[src/rtl/ofs_plat_local_mem_axi_rsp_merge.sv]
// Folds NO_REPLY-squashed AXI B/R responses into per-ID accumulators and emits one merged response per burst.
// Optional statistics counters are enabled by defining OFS_PLAT_LOCAL_MEM_AXI_RSP_MERGE_STATS_EN.
module ofs_plat_local_mem_axi_rsp_merge #(
  parameter int ID_WIDTH      = 4,
  parameter int USER_WIDTH    = 8,
  parameter int NO_REPLY_BIT  = 0,
  parameter int SEG_CNT_WIDTH = 4,
  parameter int MERGE_RESP    = 1
) (
  input  logic                     clk,
  input  logic                     reset,

  input  logic                     in_valid,
  output logic                     in_ready,
  input  logic [ID_WIDTH-1:0]      in_id,
  input  logic [1:0]               in_resp,
  input  logic [USER_WIDTH-1:0]    in_user,

  output logic                     out_valid,
  input  logic                     out_ready,
  output logic [ID_WIDTH-1:0]      out_id,
  output logic [1:0]               out_resp,
  output logic [USER_WIDTH-1:0]    out_user,
  output logic [SEG_CNT_WIDTH:0]   out_seg_cnt,
  output logic                     err_overflow
`ifdef OFS_PLAT_LOCAL_MEM_AXI_RSP_MERGE_STATS_EN
  ,
  output logic [31:0]              stat_squashed,
  output logic [31:0]              stat_forwarded
`endif
);

  localparam int NUM_IDS = 1 << ID_WIDTH;
  localparam logic [1:0] RESP_EXOKAY = 2'd1;
  localparam logic [SEG_CNT_WIDTH-1:0] CNT_MAX = '1;

  // EXOKAY is the lowest severity, so it is the neutral element of the merge.
  function automatic logic [1:0] resp_rank(input logic [1:0] r);
    case (r)
      2'd1:    return 2'd0;
      2'd0:    return 2'd1;
      default: return r;
    endcase
  endfunction

  function automatic logic [1:0] resp_merge(input logic [1:0] a, input logic [1:0] b);
    return (resp_rank(b) > resp_rank(a)) ? b : a;
  endfunction

  function automatic logic [SEG_CNT_WIDTH-1:0] cnt_sat_inc(input logic [SEG_CNT_WIDTH-1:0] c);
    return (c == CNT_MAX) ? c : c + 1'b1;
  endfunction

  logic [1:0]               acc_resp [NUM_IDS];
  logic [SEG_CNT_WIDTH-1:0] acc_cnt  [NUM_IDS];
  logic [NUM_IDS-1:0]       acc_busy;

  logic                     accept_p0;
  logic                     squash_p0;
  logic [1:0]               cur_resp_p0;
  logic [SEG_CNT_WIDTH-1:0] cur_cnt_p0;
  logic                     cur_busy_p0;
  logic [1:0]               sq_resp_p0;
  logic [1:0]               fin_resp_p0;
  logic [USER_WIDTH-1:0]    fin_user_p0;
  logic [SEG_CNT_WIDTH:0]   fin_cnt_p0;

  // Stage p0: accept decision and accumulator lookup for the incoming beat.
  assign in_ready    = !out_valid || out_ready;
  assign accept_p0   = in_valid && in_ready;
  assign squash_p0   = in_user[NO_REPLY_BIT];
  assign cur_resp_p0 = acc_resp[in_id];
  assign cur_cnt_p0  = acc_cnt[in_id];
  assign cur_busy_p0 = acc_busy[in_id];
  assign sq_resp_p0  = (MERGE_RESP != 0) ? resp_merge(cur_resp_p0, in_resp) : cur_resp_p0;
  assign fin_cnt_p0  = {1'b0, cur_cnt_p0} + {{SEG_CNT_WIDTH{1'b0}}, 1'b1};

  always_comb begin
    fin_resp_p0 = in_resp;
    if ((MERGE_RESP != 0) && cur_busy_p0)
      fin_resp_p0 = resp_merge(cur_resp_p0, in_resp);
  end

  always_comb begin
    fin_user_p0               = in_user;
    fin_user_p0[NO_REPLY_BIT] = 1'b0;
  end

  always_ff @(posedge clk) begin
    if (reset) begin
      for (int i = 0; i < NUM_IDS; i++) begin
        acc_resp[i] <= RESP_EXOKAY;
        acc_cnt[i]  <= '0;
      end
      acc_busy <= '0;
    end else if (accept_p0) begin
      if (squash_p0) begin
        acc_resp[in_id] <= sq_resp_p0;
        acc_cnt[in_id]  <= cnt_sat_inc(cur_cnt_p0);
        acc_busy[in_id] <= 1'b1;
      end else begin
        acc_resp[in_id] <= RESP_EXOKAY;
        acc_cnt[in_id]  <= '0;
        acc_busy[in_id] <= 1'b0;
      end
    end
  end

  // A squash that arrives with the counter already full loses a count.
  always_ff @(posedge clk) begin
    if (reset)
      err_overflow <= 1'b0;
    else if (accept_p0 && squash_p0 && (cur_cnt_p0 == CNT_MAX))
      err_overflow <= 1'b1;
  end

  // Stage p1: output register, held while the AFU back-pressures.
  always_ff @(posedge clk) begin
    if (reset) begin
      out_valid   <= 1'b0;
      out_id      <= '0;
      out_resp    <= '0;
      out_user    <= '0;
      out_seg_cnt <= '0;
    end else if (accept_p0 && !squash_p0) begin
      out_valid   <= 1'b1;
      out_id      <= in_id;
      out_resp    <= fin_resp_p0;
      out_user    <= fin_user_p0;
      out_seg_cnt <= fin_cnt_p0;
    end else if (out_ready) begin
      out_valid   <= 1'b0;
    end
  end

`ifdef OFS_PLAT_LOCAL_MEM_AXI_RSP_MERGE_STATS_EN
  always_ff @(posedge clk) begin
    if (reset) begin
      stat_squashed  <= '0;
      stat_forwarded <= '0;
    end else begin
      if (accept_p0 && squash_p0)
        stat_squashed <= stat_squashed + 32'd1;
      if (out_valid && out_ready)
        stat_forwarded <= stat_forwarded + 32'd1;
    end
  end
`endif

endmodule
[config.mk]
export PLATFORM = sky130hd
export DESIGN_NAME = ofs_plat_local_mem_axi_rsp_merge
export DESIGN_NICKNAME = d
export VERILOG_FILES = /design/src/rtl/ofs_plat_local_mem_axi_rsp_merge.sv
export SDC_FILE = /design/constraint.sdc
export NUM_CORES = 1
export LEC_CHECK = 0
export CAP_MARGIN = 20
export CORE_ASPECT_RATIO = 0.7
export CORE_MARGIN = 2
export CORE_UTILIZATION = 30
export DETAILED_ROUTE_END_ITERATION = 7
export SKIP_CTS_REPAIR_TIMING = 1
export SLEW_MARGIN = 10
export SYNTH_ARGS = -nofsm -noshare
export SYNTH_HDL_FRONTEND = slang
export SYNTH_SLANG_ARGS = --single-unit
[constraint.sdc]
create_clock -name clk -period 4.18 [get_ports clk]
set_input_delay 0.836 -clock clk [delete_from_list [all_inputs] [get_ports clk]]
set_output_delay 0.836 -clock clk [all_outputs]
set_load 0.01 [all_outputs]
Yosys cells after proc, flatten, opt, wreduce, memory -nomap -nowiden
Memories as Yosys holds them, arrays and structs flattened. Cells that the tools add are included.

Memories: 2. RAM bits: 96. Output and inout port bits: 22. Flip-flop bits (word level): 36.

Multiplexer cells: 33. Bitwise logic cells: 5. Add/sub/neg operators: 2. Equality and inequality tests: 3. Reduce and logical (&&, ||, !) cells: 13. $lt $le $gt $ge: 4.

Memories: acc_cnt (depth 16, bits a word 4, read ports 1, clocked after Yosys merged registers in 0, wr ports 16, RTL line 55) `logic [SEG_CNT_WIDTH-1:0] acc_cnt [NUM_IDS];`; acc_resp (depth 16, bits a word 2, read ports 1, clocked after Yosys merged registers in 0, wr ports 16, RTL line 54) `logic [1:0] acc_resp [NUM_IDS];`.

Operator list (count): $mux 4 (5); $and 16x16->16 (1); $mux 1 (16); $mux 16 (1); $not 16->16 (1); $or 16x16->16 (1); $mux 2 (7); $pmux 2 s2 (2); $add 4x1->5 const B (1); $logic_and 1x1->1 (5); $lt 4x5->1 const B (1); $add 4x1->4 const B (1); $bmux 1 s4 (1); $demux 1 s4 (1); $eq 2x1->1 const B (2); $eq 4x4->1 const B (1); $ge 4x1->1 const B (1); $gt 2x2->1 (2); $logic_not 2->1 (2); $reduce_or 4->1 (1); $logic_not 1->1 (2); $or 1x1->1 (2); $reduce_bool 2->1 (1); $reduce_or 2->1 (1); $logic_or 1x1->1 (1).

Logic depth before layout (Yosys ltp)
Depth after elaboration: 9. Mapped depth: 13. Gate-level depth less buffers: 9.

Worst setup path after synthesis
Ideal clock, no wire load.

Kind: input-to-reg. From: in in_id[0]. To: mem acc_resp[7][0] (data pin). Setup time: 0.284 ns. Data required time: 3.896 ns. Path slack: 0.041 ns. Buffers on the path: 4. Cell stages on the path: 13. Arrival time: 3.855 ns. Path through: buf_6 buf_8 buf_6 mux4_2 mux4_2 inv_1 ha_1 nor2b_1 o21ai_0 nor2_1 a211oi_4 buf_6 nand3_2.

RTL lines: start, declared (RTL line 15) `input logic [ID_WIDTH-1:0] in_id,`; end, declared (RTL line 54).

==> results.yml <==
power:
  ir_drop_uv: 280.5
  p_switching_w: 0.0008311
  switching_share_pct: 25.01
  p_int_w: 0.002493
  power.density_nw_per_um2: 433.4
  combPwrFrac_pct: 12.6
  leakagePower_nw: 2.513
  power_frac_seq_pct: 44.1
  p_clk_share_pct: 43.4
  p_total_w: 0.003324
clocking:
  numCtsBuffers: 17
  cts_root_buf: "clkbuf_16"
  h-tree-depth: 4
  clockBufferDepth: 2
  path_clk_slew_ns: 0.05
  insertion_delay_ns: 0.41
  cts_tree: "built"
  cts.sinks: 132
yosys:
  async_flop_share_pct: 0
  synth.top_cells.by_count: "edfxtp_1, nand2_1, nor2_1"
  netlist_instances: 550
  synth_seq_cells: 132
  synth_most_common_cell: "edfxtp_1"
  synthDistinctLibCells: 46
  yosys.area.top_type: "edfxtp_1"
  yosysSeqAreaShare_pct: 56.67
  syn-cell-area_um2: 6359
  yosys_warnings: 0
  synth-edff-count: 96
  ys.flop_type: "edfxtp_1"
  syn_area_per_cell_um2: 11.56
  syn_nets: 573
  synth.top_cell.area_share_pct: 45.34
  synthTopCellsByArea: "edfxtp_1, dfxtp_1, mux4_2, nand2_1, nor2_1"
critical_path:
  crit_arrival_ns: 3.92
  cp_max_fo: 17
  r2r-end: "acc_resp[9][1]"
  cp-start-kind: "input port"
  crit_chain: "clkdlybuf4s50_1 -> buf_12 -> mux4_2 -> mux4_2 -> xnor2_1 -> ha_1 -> nor2b_1 -> o21ai_0 -> mux2_2 -> nand2_2 -> nor2_1"
  cp_common_cell: "mux4_2"
  ff2ff_setup_slack_ns: 0.97
  crit_required_ns: 4.33
  cp_slowest_cell: "mux4_2"
  r2r-start: "acc_resp[12][0]"
  reg2reg_depth: 9
  worst_setup_path_end_kind: "flip-flop"
  worstSetupPathType: "in -> reg"
  critical-path-max-stage-delay_ns: 0.55
floorplanning:
  dieArea_um2: 22390
  coreArea_um2: 20750
  die_h_um: 125.8
  die_x_um: 178.0
  initial_utilization_pct: 30.64
  ios: 40
  rows: 44
run_status:
  status: "completed"
final_layout:
  syn2layout_area_growth_pct: 20.60
  fin_nets: 609
  drive_above_1_share_pct: 19.53
  fill_cells: 1979
  final_cells: 875
  num_antenna_cells: 0
  fin_area_um2: 7669
detailed_routing:
  postRouteAntennaNets: 0
  drt_iter0_drc: 786
  num_vias: 4726
  drt_pass1_iterations: 6
  vias_per_cell: 5.401
  drt-total-wl_mm: 18.57
  wl_per_cell_um: 21.22
  drc: 0
global_routing:
  grt_max_degree: 63
  grt_pass1_vias: 4592
  antenna_found_initial: 0
  grt_pass1_wl_mm: 28.35
  grt-ovfl-total: 0
  grtUsageTotal_pct: 17.19
place:
  detailed_place_hpwl_mm: 13.19
  placed_cell_area_um2: 7093
  port-buffer-count: 38
  gp_congestion: 0.9344
  dp.cells: 843
job:
  maxCapViolCount: 0
hold_path:
  worstHoldPathCells: 2
  hold_class: "reg -> reg"
  min_to: "out_id[0]"
  hold_path.startpoint: "out_id[0]"
sta:
  worstMarginPinSlew_ns: 1.051
  hold_viol: 0
  layout_worst_path_cycle_share_pct: 90.34
  fin_skew_ns: 0.008595
  slew_viol_final: 0
  period_minus_slack_ns: 3.776
  fmax_ghz: 0.2648
  setup_viol: 0
  slew_headroom_pct: 29.90
  setup_tns_ns: 0
  rsz0062_at_grt: "false"
[area by class of cell]
| cell class | count | area (µm²) | area share (%) |
|---|---|---|---|
| Clock buffer | 25 | 536.8 | 7.000 |
| Sequential cell | 132 | 3603 | 46.99 |
| Clock inverter | 7 | 38.79 | 0.5058 |
| Multi-Input combinational cell | 363 | 2486 | 32.42 |
| Inverter | 8 | 30.03 | 0.3916 |
| Tap cell | 276 | 345.3 | 4.503 |
| Timing Repair Buffer | 64 | 628.1 | 8.191 |
[routing by layer]
layer | routed length (µm) | share of wire, % | GRT usage, % | vias up
met5 | 0 | 0 | 0 | -
met4 | 220 | 1.2 | 4.002 | 0
met3 | 2261 | 12 | 4.650 | 25
met2 | 7966 | 43 | 24.33 | 293
met1 | 8118 | 44 | 26.01 | 2317
li1 | - | - | - | 2091
[worst max path at each step]
stage	slack (ns)	cells after the start	from	end
6_report	0.40	11	in_id[1]	acc_resp[9][1]
5_1_grt	0.28	12	in_id[1]	out_resp[0]
4_1_cts	0.47	11	in_id[1]	acc_resp[9][1]
3_5_place_dp	0.05	11	in_id[1]	acc_resp[9][1]
3_3_place_gp	0.13	11	in_id[1]	acc_resp[8][1]
2_1_floorplan	0.04	13	in_id[0]	acc_resp[7][0]
[per-stage QoR]
stage	hold WS (ns)	utilization (%)	setup WS, ns
after CTS	0.4572	36.95	0.4662
after global routing	0.4738	36.95	0.2803
after detailed placement	0.4503	34.18	0.04907
after global placement	0.4414	34.18	0.1316
after floorplan	0.4505	-	0.04075
final	0.4558	36.95	0.4036
[cell families (layout without fill, tap and decap cells)]
logic type | Yosys count | after routing | synth area share, %
fa+ha+maj | 5 | 5 | 0.9839
xor+xnor | 1 | 1 | 0.1378
buf+inv | 55 | 104 | 4.407
mux | 42 | 42 | 12.73
other cells | 1 | 1 | 0.05898
simple gates | 230 | 230 | 16.61
flops | 132 | 132 | 56.67
compound gates | 84 | 84 | 8.402
[power groups by stage]
stage / clock network [W] / logic (W) / registers [W]
after floorplan: 0 / 0.000249 / 0.00149
after global placement: 0 / 0.000399 / 0.00149
after detailed placement: 0 / 0.000407 / 0.00149
after CTS: 0.00144 / 0.000409 / 0.00147
after global routing: 0.00150 / 0.000443 / 0.00147
final: 0.00144 / 0.000417 / 0.00147
[worst max-delay path: cells and delay by family]
family          cells  cell delay (ns)
mux                 3             1.29
buf+inv             2             0.69
simple gates        3             0.41
compound gates      1             0.32
xor+xnor            1             0.20
fa+ha+maj           1             0.17
[cells in the final DEF (no fill, tap or decap), types with 2 or more instances in the layout]
master           netlist  final
clkbuf_4               0      2
nor4_1                11     10
buf_4                  3     21
nor2b_1                4      4
a311oi_1               2      2
nand3_2                2      2
or2_2                 17     17
a41oi_1                2      2
and3_1                 2      2
nand3_1               10     10
edfxtp_1              96     96
a21oi_1               40     40
dfxtp_1               36     36
or3_1                  7      7
clkdlybuf4s50_1        0     36
a22oi_1                3      3
clkinv_2               0      4
nand2b_1               5      5
nor3_1                15     14
inv_1                  7      7
nor2_1                72     72
nor4_2                 1      2
o21ai_1                3      3
ha_1                   5      5
buf_2                 11      2
a22o_1                 2      2
mux2i_1               10     10
clkbuf_1              26      2
o21ai_0               11     11
a211oi_1              17     17
nand2_1               77     77
inv_4                  0      3
mux4_2                31     31
clkbuf_16              0     20
buf_12                 0      5
or4_1                  2      2
No activity file was read; power rests on OpenSTA's default activity.
